File: config.mk
export PLATFORM = sky130hd
export DESIGN_NAME = mem_access_ctrl
export DESIGN_NICKNAME = d
export VERILOG_FILES = /design/src/rtl/mem_access_ctrl.sv
export SDC_FILE = /design/constraint.sdc
export NUM_CORES = 1
export LEC_CHECK = 0
export CAP_MARGIN = 20
export CORE_ASPECT_RATIO = 1.25
export CORE_MARGIN = 5
export CORE_UTILIZATION = 48
export DETAILED_ROUTE_END_ITERATION = 7
export PLACE_DENSITY = 0.82
export SYNTH_ARGS = -nofsm -noshare
export SYNTH_HDL_FRONTEND = slang
export SYNTH_SLANG_ARGS = --single-unit
File: constraint.sdc
create_clock -name clk -period 3.1 [get_ports clk]
set_clock_uncertainty 0.05 [all_clocks]
set_input_delay 0.62 -clock clk [delete_from_list [all_inputs] [get_ports clk]]
set_output_delay 0.62 -clock clk [all_outputs]
set_load 0.02 [all_outputs]
File: src/rtl/mem_access_ctrl.sv
// rtl/mem_access_ctrl.sv - CPU load/store initiator for a word-only sync RAM, sub-word stores by read-modify-write
// Optional address range fault: define MEM_RANGE_CHECK_EN.
module mem_access_ctrl #(
    parameter logic [31:0] BASE_ADDR = 32'h1001_0000,
    parameter int          DEPTH     = 1024
) (
    input  logic        clk,
    input  logic        rst_n,
    input  logic        req,
    input  logic        we,
    input  logic [1:0]  size,
    input  logic        sign_ext,
    input  logic [31:0] addr,
    input  logic [31:0] wdata,
    output logic [31:0] rdata,
    output logic        busy,
    output logic        done,
    output logic        fault,
    output logic        ram_rena,
    output logic        ram_wena,
    output logic [31:0] ram_addr,
    output logic [31:0] ram_din,
    input  logic [31:0] ram_dout
);

    typedef enum logic [2:0] {
        S_IDLE,
        S_RD,
        S_CAP,
        S_WR,
        S_FIN
    } state_t;

    state_t      state_q, state_d;
    logic        we_q, we_d;
    logic [1:0]  size_q, size_d;
    logic        sext_q, sext_d;
    logic [31:0] addr_q, addr_d;
    logic [15:0] wdata_q, wdata_d;
    logic        fault_q, fault_d;
    logic [31:0] word_q, word_d;
    logic [31:0] rdata_q, rdata_d;

    logic        misalign;
    logic        out_of_range;
    logic        req_fault;
    logic [7:0]  byte_sel;
    logic [15:0] half_sel;
    logic [31:0] merged;
    logic [31:0] load_val;

    always_comb begin
        case (size)
            2'b00:   misalign = 1'b0;
            2'b01:   misalign = addr[0];
            2'b10:   misalign = (addr[1:0] != 2'b00);
            default: misalign = 1'b1;
        endcase
    end

`ifdef MEM_RANGE_CHECK_EN
    // End bound in 33 bits so a window touching 4 GiB cannot wrap to zero.
    localparam logic [32:0] END_ADDR = {1'b0, BASE_ADDR} + (33'(DEPTH) * 33'd4);
    assign out_of_range = (addr < BASE_ADDR) || ({1'b0, addr} >= END_ADDR);
`else
    assign out_of_range = 1'b0;
`endif

    assign req_fault = misalign | out_of_range;

    // Lane extraction for loads and lane insertion for sub-word stores, both from the captured RAM word.
    always_comb begin
        merged   = ram_dout;
        load_val = ram_dout;
        byte_sel = ram_dout[{addr_q[1:0], 3'b000} +: 8];
        half_sel = addr_q[1] ? ram_dout[31:16] : ram_dout[15:0];
        case (size_q)
            2'b00: begin
                merged[{addr_q[1:0], 3'b000} +: 8] = wdata_q[7:0];
                load_val = {{24{sext_q & byte_sel[7]}}, byte_sel};
            end
            2'b01: begin
                merged[{addr_q[1], 4'b0000} +: 16] = wdata_q;
                load_val = {{16{sext_q & half_sel[15]}}, half_sel};
            end
            default: ;
        endcase
    end

    always_comb begin
        state_d = state_q;
        we_d    = we_q;
        size_d  = size_q;
        sext_d  = sext_q;
        addr_d  = addr_q;
        wdata_d = wdata_q;
        fault_d = fault_q;
        word_d  = word_q;
        rdata_d = rdata_q;
        case (state_q)
            S_IDLE: begin
                if (req) begin
                    we_d    = we;
                    size_d  = size;
                    sext_d  = sign_ext;
                    addr_d  = addr;
                    wdata_d = wdata[15:0];
                    fault_d = req_fault;
                    word_d  = wdata;
                    if (req_fault)
                        state_d = S_FIN;
                    else if (we && (size == 2'b10))
                        state_d = S_WR;
                    else
                        state_d = S_RD;
                end
            end
            S_RD:  state_d = S_CAP;
            S_CAP: begin
                if (we_q) begin
                    word_d  = merged;
                    state_d = S_WR;
                end else begin
                    rdata_d = load_val;
                    state_d = S_FIN;
                end
            end
            S_WR:    state_d = S_FIN;
            S_FIN:   state_d = S_IDLE;
            default: state_d = S_IDLE;
        endcase
    end

    always_ff @(posedge clk or negedge rst_n) begin
        if (!rst_n) begin
            state_q <= S_IDLE;
            we_q    <= 1'b0;
            size_q  <= 2'b00;
            sext_q  <= 1'b0;
            addr_q  <= 32'h0;
            wdata_q <= 16'h0;
            fault_q <= 1'b0;
            word_q  <= 32'h0;
            rdata_q <= 32'h0;
        end else begin
            state_q <= state_d;
            we_q    <= we_d;
            size_q  <= size_d;
            sext_q  <= sext_d;
            addr_q  <= addr_d;
            wdata_q <= wdata_d;
            fault_q <= fault_d;
            word_q  <= word_d;
            rdata_q <= rdata_d;
        end
    end

    assign busy     = (state_q != S_IDLE);
    assign done     = (state_q == S_FIN);
    assign fault    = (state_q == S_FIN) & fault_q;
    assign ram_rena = (state_q == S_RD);
    assign ram_wena = (state_q == S_WR);
    assign ram_addr = {addr_q[31:2], 2'b00};
    assign ram_din  = word_q;
    assign rdata    = rdata_q;

endmodule

# Yosys cells after proc, flatten, opt, wreduce, memory -nomap -nowiden
# Index checks and enable logic that the tools add are counted.
dict set report op_classes {
  n_addsub 2
  eq_ne 9
  shifts 5
  n_reduce_logical 10
  mux 14
  bitwise_logic 4
}
# cell n
set op_table {}
lappend op_table {{$pmux W32 S2} 3}
lappend op_table {{$bwmux W32} 2}
lappend op_table {{$mux W32} 2}
lappend op_table {{$shift A16 B7 Y32 const A} 1}
lappend op_table {{$shift A8 B7 Y32 const A} 1}
lappend op_table {{$shiftx A16 B7 Y32} 1}
lappend op_table {{$shiftx A32 B6 Y8} 1}
lappend op_table {{$shiftx A8 B7 Y32} 1}
lappend op_table {{$mux W16} 1}
lappend op_table {{$neg A5 Y7} 2}
lappend op_table {{$pmux W3 S4} 1}
lappend op_table {{$mux W3} 3}
lappend op_table {{$eq A3 B2 Y1 const B} 2}
lappend op_table {{$eq A2 B1 Y1 const B} 2}
lappend op_table {{$logic_not A2 Y1} 2}
lappend op_table {{$ne A2 B2 Y1 const B} 2}
lappend op_table {{$reduce_and A2 Y1} 2}
lappend op_table {{$reduce_bool A2 Y1} 2}
lappend op_table {{$and A1 B1 Y1} 3}
lappend op_table {{$eq A3 B1 Y1 const B} 1}
lappend op_table {{$eq A3 B3 Y1 const B} 1}
lappend op_table {{$logic_not A3 Y1} 1}
lappend op_table {{$pmux W1 S3} 1}
lappend op_table {{$reduce_and A3 Y1} 1}
lappend op_table {{other kinds (5)} 5}
dict set report totals {
  output_inout_bits 101
  input_bits 103
  ff_bits 120
  wordCells 53
}

# Depth between registers and ports, before layout
# Gate-level depths: netlist of run 1.
dict set report depth {
  word_depth 6
  depth_mapped 10
  mapped_depth_nobuf 6
}

# Least setup slack after synthesis of run 1
# OpenSTA, ideal clock, no wires.
dict set report synth_path {
  kind {reg2reg}
  startpoint {register addr_q[1]}
  endpoint {register word_q[12] (netlist: ram_din[12])}
  path_slack_ns 0.576
  t_required_ns 2.922
  setup_ns 0.128
  path_stages_with_launch 10
  arrival_ns 2.346
  synth_period_minus_slack_ns 2.524
  n_path_buf 3
  path_cell_list {dfrtp_1 -> buf_2 -> inv_2 -> clkbuf_1 -> ha_1 -> and3_1 -> clkbuf_1 -> a32o_1 -> a221oi_1 -> o21ai_1}
}
dict set report synth_between {
  elab_chain_cells 6
  word_cells_on_any_way 11
  classes_between {add/sub: 2; shift: 4; mux: 5}
}
# item line
set synth_lines {}
lappend synth_lines {{start, declared} 38} ;# logic [31:0] addr_q, addr_d;
lappend synth_lines {{start signal, assigned} 150} ;# addr_q <= addr_d;
lappend synth_lines {{$neg A5 Y7 (on tied branches)} {83, 79}}
lappend synth_lines {{$shiftx A16 B7 Y32 (tied with other cells)} 83} ;# merged[{addr_q[1], 4'b0000} +: 16] = wdata_q;
lappend synth_lines {{$bwmux W32 (on tied branches)} {83, 79}}
lappend synth_lines {{$pmux W32 S2 *} 77} ;# case (size_q)
lappend synth_lines {{$mux W32 *} 120} ;# if (we_q) begin
lappend synth_lines {{$pmux W32 S2 *} 100} ;# case (state_q)
lappend synth_lines {{end signal, assigned} 153} ;# word_q <= word_d;
lappend synth_lines {{end, declared} 41} ;# logic [31:0] word_q, word_d;
# Every way passes the cells marked *; elsewhere a longest branch is shown, timed or not. The select of a mux whose other input is x is not followed.
# A chain may end at the register's enable or synchronous reset.

# Worst setup path after layout of run 1
dict set report layout_path {
  startpoint {register state_q[0]}
  endpoint {output fault}
}
dict set report layout_between {
  elab_chain_cells 2
}
# item line
set layout_lines {}
lappend layout_lines {{start, declared} 34} ;# state_t state_q, state_d;
lappend layout_lines {{start signal, assigned} 146} ;# state_q <= state_d;
lappend layout_lines {{$eq A3 B3 Y1} 160} ;# assign fault = (state_q == S_FIN) & fault_q;
lappend layout_lines {{$and A1 B1 Y1} 160}
lappend layout_lines {{end, declared} 18} ;# output logic fault,
# Every way passes these cells.

==> impl_metrics.csv, run 1 <==
group,metric,value,unit
synthesis,synth_edf_count,0,
die,die_area,16400,um2
setup_path,reg2regPathDepth,4,
synthesis,yosysWarnings,0,
setup_path,arrival,1.99,ns
setup_path,crit_type,"flop to primary output",
sta,post-route-min-period,2.66,ns
setup_path,r2r_setup_slack,0.56,ns
drt,ant_nets,0,
sta,fmax,376,MHz
cts,numCtsBuffers,17,
cts,clk_latency,0.41,ns
drt,avgRoutedWirePerCell,21.4,um
synthesis,ys_seq_area_frac,0.450,
sta,slew_headroom,0.314,
setup_path,crit_required,2.43,ns
drt,wirelength,21.0,mm
synthesis,synthCells,639,
setup_path,cp_max_fo,12,
placed_design,dpl-instance-area,8520,um2
final_layout,syn_to_final_growth,36.9,%
global_route,antenna_found_initial,0,
pwr,internal_power,6.12,mW
final_layout,nNetsFinal,901,
status,violations,"DRC",
final_layout,fillers,1124,
die,ioPinCount,204,
cts,cts.sinks,120,
setup_path,crit_end,"fault",
setup_path,critPathLaunch,"state_q[0]",
cts,cts_hold_buf,0,
synthesis,synth_area,6670,um2
cts,root_buffer,"clkbuf_16",
pwr,seqPwrFrac,0.294,
sta,hold_viol,0,
synthesis,ys_ff_latch,120,
global_route,grt-ovfl-total,0,
synthesis,yosys.area.top_type,"dfrtp_1",
pwr,swShare,0.421,
pwr,p_leak,3.80,nW
sta,setup_tns,0,ns
drt,drtIter0Drc,423,
global_route,grt_max_degree,61,
placed_design,hpwl,15.5,mm
synthesis,ys_types,55,
cts,cts_setup_buffers,0,
synthesis,synthTopCellsByCount,"dfrtp_1, nand2_1, nand3_1, mux2_2, buf_4",
cts,htreeDepth,4,
sta,worst_slew_pin_slew,1.03,ns
pwr,power_density,1160,nW/um2
min_path,min_path_type,"primary input to async pin",
die,start_util,0.485,
die,design.core.area,13800,um2
pwr,switchingPower,4.46,mW
global_route,grt_pass1_wl,32.9,mm
placed_design,gp_congestion,0.890,
sta,setup_viol,0,
pwr,clockPowerShare,0.190,
placed_design,io_buffers,201,
pwr,power_frac_comb,0.515,
setup_path,start_kind,"flop",
synthesis,synth-async-reset-ratio,1.00,
drt,drt_pass1_iterations,8,
cts,clk_pin_slew,0.06,ns
sta,slew_violations,0,
die,die_h,142,um
drt,vias,5796,
final_layout,fin_util,0.663,
cts,clock_path_buffers,2,
synthesis,synth.most_common_cell,"dfrtp_1",
cts,cts_tree,"yes",
setup_path,r2r-end,"ram_din[27]",
final_layout,num_antenna_cells,0,
die,row_count,48,
synthesis,synth_top_area_share,0.450,
global_route,grtUsageTotal,0.260,
synthesis,avgSynthCellArea,10.4,um2
drt,drc,12,
setup_path,r2r-start,"size_q[1]",
placed_design,dp_cells,949,
sta,rsz0062_at_grt,"no",
status,status,"finished, violations left",
pwr,peakVddDrop,736,uV
job,drv_cap,0,
die,die_w,115,um
drt,viasPerCell,5.91,
synthesis,synth_top_flop_cell,"dfrtp_1",
cts,cts_resized,0,
global_route,grt_pass1_vias,6111,
synthesis,synthTopCellsByArea,"dfrtp_1, mux2_2, buf_4, nand2_1, mux2_1",
setup_path,cp-end-kind,"primary output",
sta,finalCritPeriodShare,0.857,
final_layout,final_cells,980,
final_layout,drive_gt1_frac,0.150,
final_layout,final_cell_area,9130,um2
-- kinds of logic after synthesis --
| kind of cell | share of synthesized area |
|---|---|
| flip-flops | 0.450 |
| AO/OA/AOI/OAI | 0.203 |
| other | 0.000563 |
| AND/OR/NAND/NOR | 0.154 |
| buffers and inverters | 0.0788 |
| adder cells (fa/ha/maj) | 0.00938 |
| multiplexers | 0.104 |
-- worst min path at each step --
stage | from | endpoint | slack (ns) | depth (start not counted)
6_report | rst_n | rdata[16] | 0.06 | 1
5_1_grt | rst_n | rdata[16] | 0.09 | 1
4_1_cts | rst_n | rdata[16] | 0.07 | 1
3_5_place_dp | addr_q[26] | addr_q[26] | 0.42 | 1
3_3_place_gp | rdata[1] | rdata[1] | 0.41 | 2
2_1_floorplan | rst_n | addr_q[0] | 0.27 | 0
-- per-layer routing --
metal	part of all wire	GRT usage
met5	0	0
met1	0.37	0.311
met4	0.030	0.104
met2	0.53	0.450
met3	0.074	0.0597
-- power groups by stage --
stage	Combinational [mW]	Sequential [mW]	Clock, mW
detailed placement	5.43	3.12	0
CTS	5.47	3.10	2.03
floorplan	3.29	3.32	0
global placement	5.29	3.08	0
global route	5.85	3.21	2.10
finish	5.45	3.11	2.01
-- layout by cell type (no fill, tap or decap), types with 13 or more instances in the layout --
| cell | netlist | layout |
|---|---|---|
| a21o_1 | 19 | 19 |
| a221oi_2 | 16 | 16 |
| a22o_1 | 16 | 16 |
| clkbuf_16 | 0 | 17 |
| clkdlybuf4s50_1 | 0 | 200 |
| dfrtp_1 | 120 | 120 |
| mux2_1 | 22 | 22 |
| mux2_2 | 38 | 38 |
| nand2_1 | 68 | 68 |
| nand2b_1 | 14 | 14 |
| nand3_1 | 44 | 44 |
| nor2_1 | 13 | 13 |
| nor3_1 | 17 | 17 |
| o21ai_0 | 31 | 31 |
| o21ai_1 | 27 | 27 |
-- worst max-delay path: stages, from the launching register on --
cell             delay, ns
dfrtp_1               0.53
nor2_1                0.25
and3_1                0.18
clkdlybuf4s50_1       0.60
-- stage by stage --
stage	hold WS, ns	setup WS [ns]	total power, mW
detailed placement	0.424	0.476	8.54
finish	0.0647	0.444	10.6
global route	0.0934	0.304	11.2
CTS	0.0684	0.430	10.6
floorplan	0.274	0.576	6.61
global placement	0.414	0.597	8.37
-- cell type report --
class | instances | area [um2] | area share
Multi-Input combinational cell | 428 | 3140 | 0.344
Clock inverter | 14 | 175 | 0.0192
Inverter | 13 | 48.8 | 0.00535
Tap cell | 175 | 219 | 0.0240
Clock buffer | 17 | 425 | 0.0466
Sequential cell | 120 | 3000 | 0.329
Timing Repair Buffer | 213 | 2110 | 0.231
-- registers in the layout, indices dropped and copies added (netlist names) --
signal   cells
size_q       2
state_q      3
addr_q      32
we_q         1
ram_din     32
sext_q       1
fault_q      1
wdata_q     16
rdata       32
(Power assumes the default switching activity.)
==> inputs of run 2 (changes only) <==
--- a/config.mk
+++ b/config.mk
@@ -5,11 +5,14 @@
 export SDC_FILE = /design/constraint.sdc
 export NUM_CORES = 1
 export LEC_CHECK = 0
+export ABC_CLOCK_PERIOD_IN_PS = 3100
 export CAP_MARGIN = 20
 export CORE_ASPECT_RATIO = 1.25
 export CORE_MARGIN = 5
 export CORE_UTILIZATION = 48
+export CTS_CLUSTER_DIAMETER = 60
 export DETAILED_ROUTE_END_ITERATION = 7
+export MAX_ROUTING_LAYER = met4
 export PLACE_DENSITY = 0.82
 export SYNTH_ARGS = -nofsm -noshare
 export SYNTH_HDL_FRONTEND = slang
==> run 2 against run 1 <==
- the run now ends clean
- fmax is essentially flat
- critical path depth did not move
- sequential power about the same
- worst hold slack better by 0.011 ns
- register-to-register slack better by 0.07 ns
- non-clock buffer count increased by 1
- critical path type unchanged
- largest power group unchanged
==> impl_metrics.csv, run 2 (synthesis results as in run 1) <==
group,metric,value,unit
die,row_count,48,
setup_path,start_kind,"flop",
cts,cts_hold_buf,0,
final_layout,syn_to_final_growth,36.7,%
sta,post-route-min-period,2.66,ns
final_layout,nNetsFinal,902,
die,start_util,0.485,
die,die_w,115,um
global_route,antenna_found_initial,0,
die,design.core.area,13800,um2
placed_design,pre_cts_ws,0.453,ns
global_route,use_met1,0.315,
global_route,use_met2,0.443,
setup_path,r2r-start,"size_q[1]",
final_layout,final_cell_area,9110,um2
die,die_h,142,um
sta,setup_ws,0.442,ns
cts,clk_latency,0.42,ns
die,die_area,16400,um2
setup_path,cp-end-kind,"primary output",
setup_path,reg2regPathDepth,4,
global_route,grt_use_met3,0.0559,
cts,clk_pin_slew,0.06,ns
setup_path,crit_type,"flop to primary output",
final_layout,final-seq-area,3000,um2
drt,viasPerCell,5.96,
cts,cts_resized,0,
cts,htreeDepth,4,
final_layout,drive_gt1_frac,0.152,
cts,cts_setup_buffers,0,
global_route,grtUsageTotal,0.271,
global_route,top_usage_layer,"met2",
final_layout,final_cell_mix,"clkdlybuf4s50_1, dfrtp_1, nand2_1, nand3_1, mux2_2",
drt,drtIter0Drc,448,
status,status,"complete, no violations",
sta,hold_viol,0,
setup_path,r2r-end,"ram_din[27]",
drt,drc,0,
placed_design,hpwl,15.6,mm
pwr,peakVddDrop,1050,uV
placed_design,gp_congestion,0.905,
global_route,grt_pass1_vias,6101,
drt,wirelength,21.2,mm
job,drv_cap,0,
final_layout,multiInputGateArea,3140,um2
pwr,p_leak,3.80,nW
sta,whs,0.0759,ns
global_route,grt_max_degree,61,
setup_path,crit_required,2.43,ns
final_layout,fin_util,0.662,
cts,numCtsBuffers,17,
placed_design,io_buffers,201,
global_route,grt_pass1_wl,33.1,mm
cts,cts.sinks,120,
drt,ant_nets,0,
cts,cts_tree,"yes",
pwr,power_density,1150,nW/um2
sta,setup_tns,0,ns
drt,vias,5851,
final_layout,fillers,1090,
setup_path,arrival,1.99,ns
global_route,grt-ovfl-total,0,
sta,slew_violations,0,
sta,fmax,376,MHz
final_layout,num_antenna_cells,0,
sta,rsz0062_at_grt,"no",
drt,drt_pass1_iterations,6,
cts,root_buffer,"clkbuf_16",
sta,slew_headroom,0.280,
drt,avgRoutedWirePerCell,21.5,um
sta,worst_slew_pin_slew,1.08,ns
sta,setup_viol,0,
setup_path,r2r_setup_slack,0.63,ns
min_path,min_path_type,"primary input to async pin",
placed_design,dpl-instance-area,8530,um2
die,ioPinCount,204,
setup_path,cp_max_fo,12,
cts,clock_path_buffers,2,
final_layout,layout_commonest_cell,"clkdlybuf4s50_1",
sta,finalCritPeriodShare,0.857,
[run 2: critical path, stage by stage, from the launching register on]
cell and delay, ns:
dfrtp_1 0.54, nor2_1 0.25, and3_1 0.19, clkdlybuf4s50_1 0.60
[run 2: stage by stage]
stage | std cells | power [mW]
final | 982 | 10.5
after global routing | 982 | 11.1
after CTS | 982 | 10.6
after detailed placement | 950 | 8.58
after global placement | 950 | 8.39
after floorplan | 640 | 6.61
[run 2: area by class of cell]
cell class,count,area share
multi-input cells,428,0.345
well taps,175,0.0240
clock buffers,18,0.0482
inverters,13,0.00536
repair buffers,214,0.233
clock inverters,14,0.0152
flip-flops and latches,120,0.330
[run 2: power breakdown]
part | total [mW] | internal [mW] | leakage (nW) | switching (mW)
Clock | 1.92 | 1.14 | 0.276 | 0.780
Sequential | 3.08 | 2.36 | 1.43 | 0.724
Combinational | 5.50 | 2.50 | 2.09 | 2.99
Total | 10.5 | 6.01 | 3.80 | 4.50
[run 2: how the worst max path moves through the flow]
stage / from / to / slack, ns / cells after the start
after detailed placement: req / ram_din[22] / 0.45 / 5
after floorplan: addr_q[1] / ram_din[12] / 0.58 / 9
after global routing: state_q[0] / fault / 0.32 / 3
after CTS: state_q[0] / fault / 0.43 / 3
after global placement: req / ram_din[23] / 0.59 / 5
final: state_q[0] / fault / 0.44 / 3
[run 2: routing by layer]
metal / share of wire / routed length [um]
met1: 0.37 / 7930
met2: 0.51 / 10900
met3: 0.066 / 1400
met4: 0.046 / 970
met5: 0 / 0
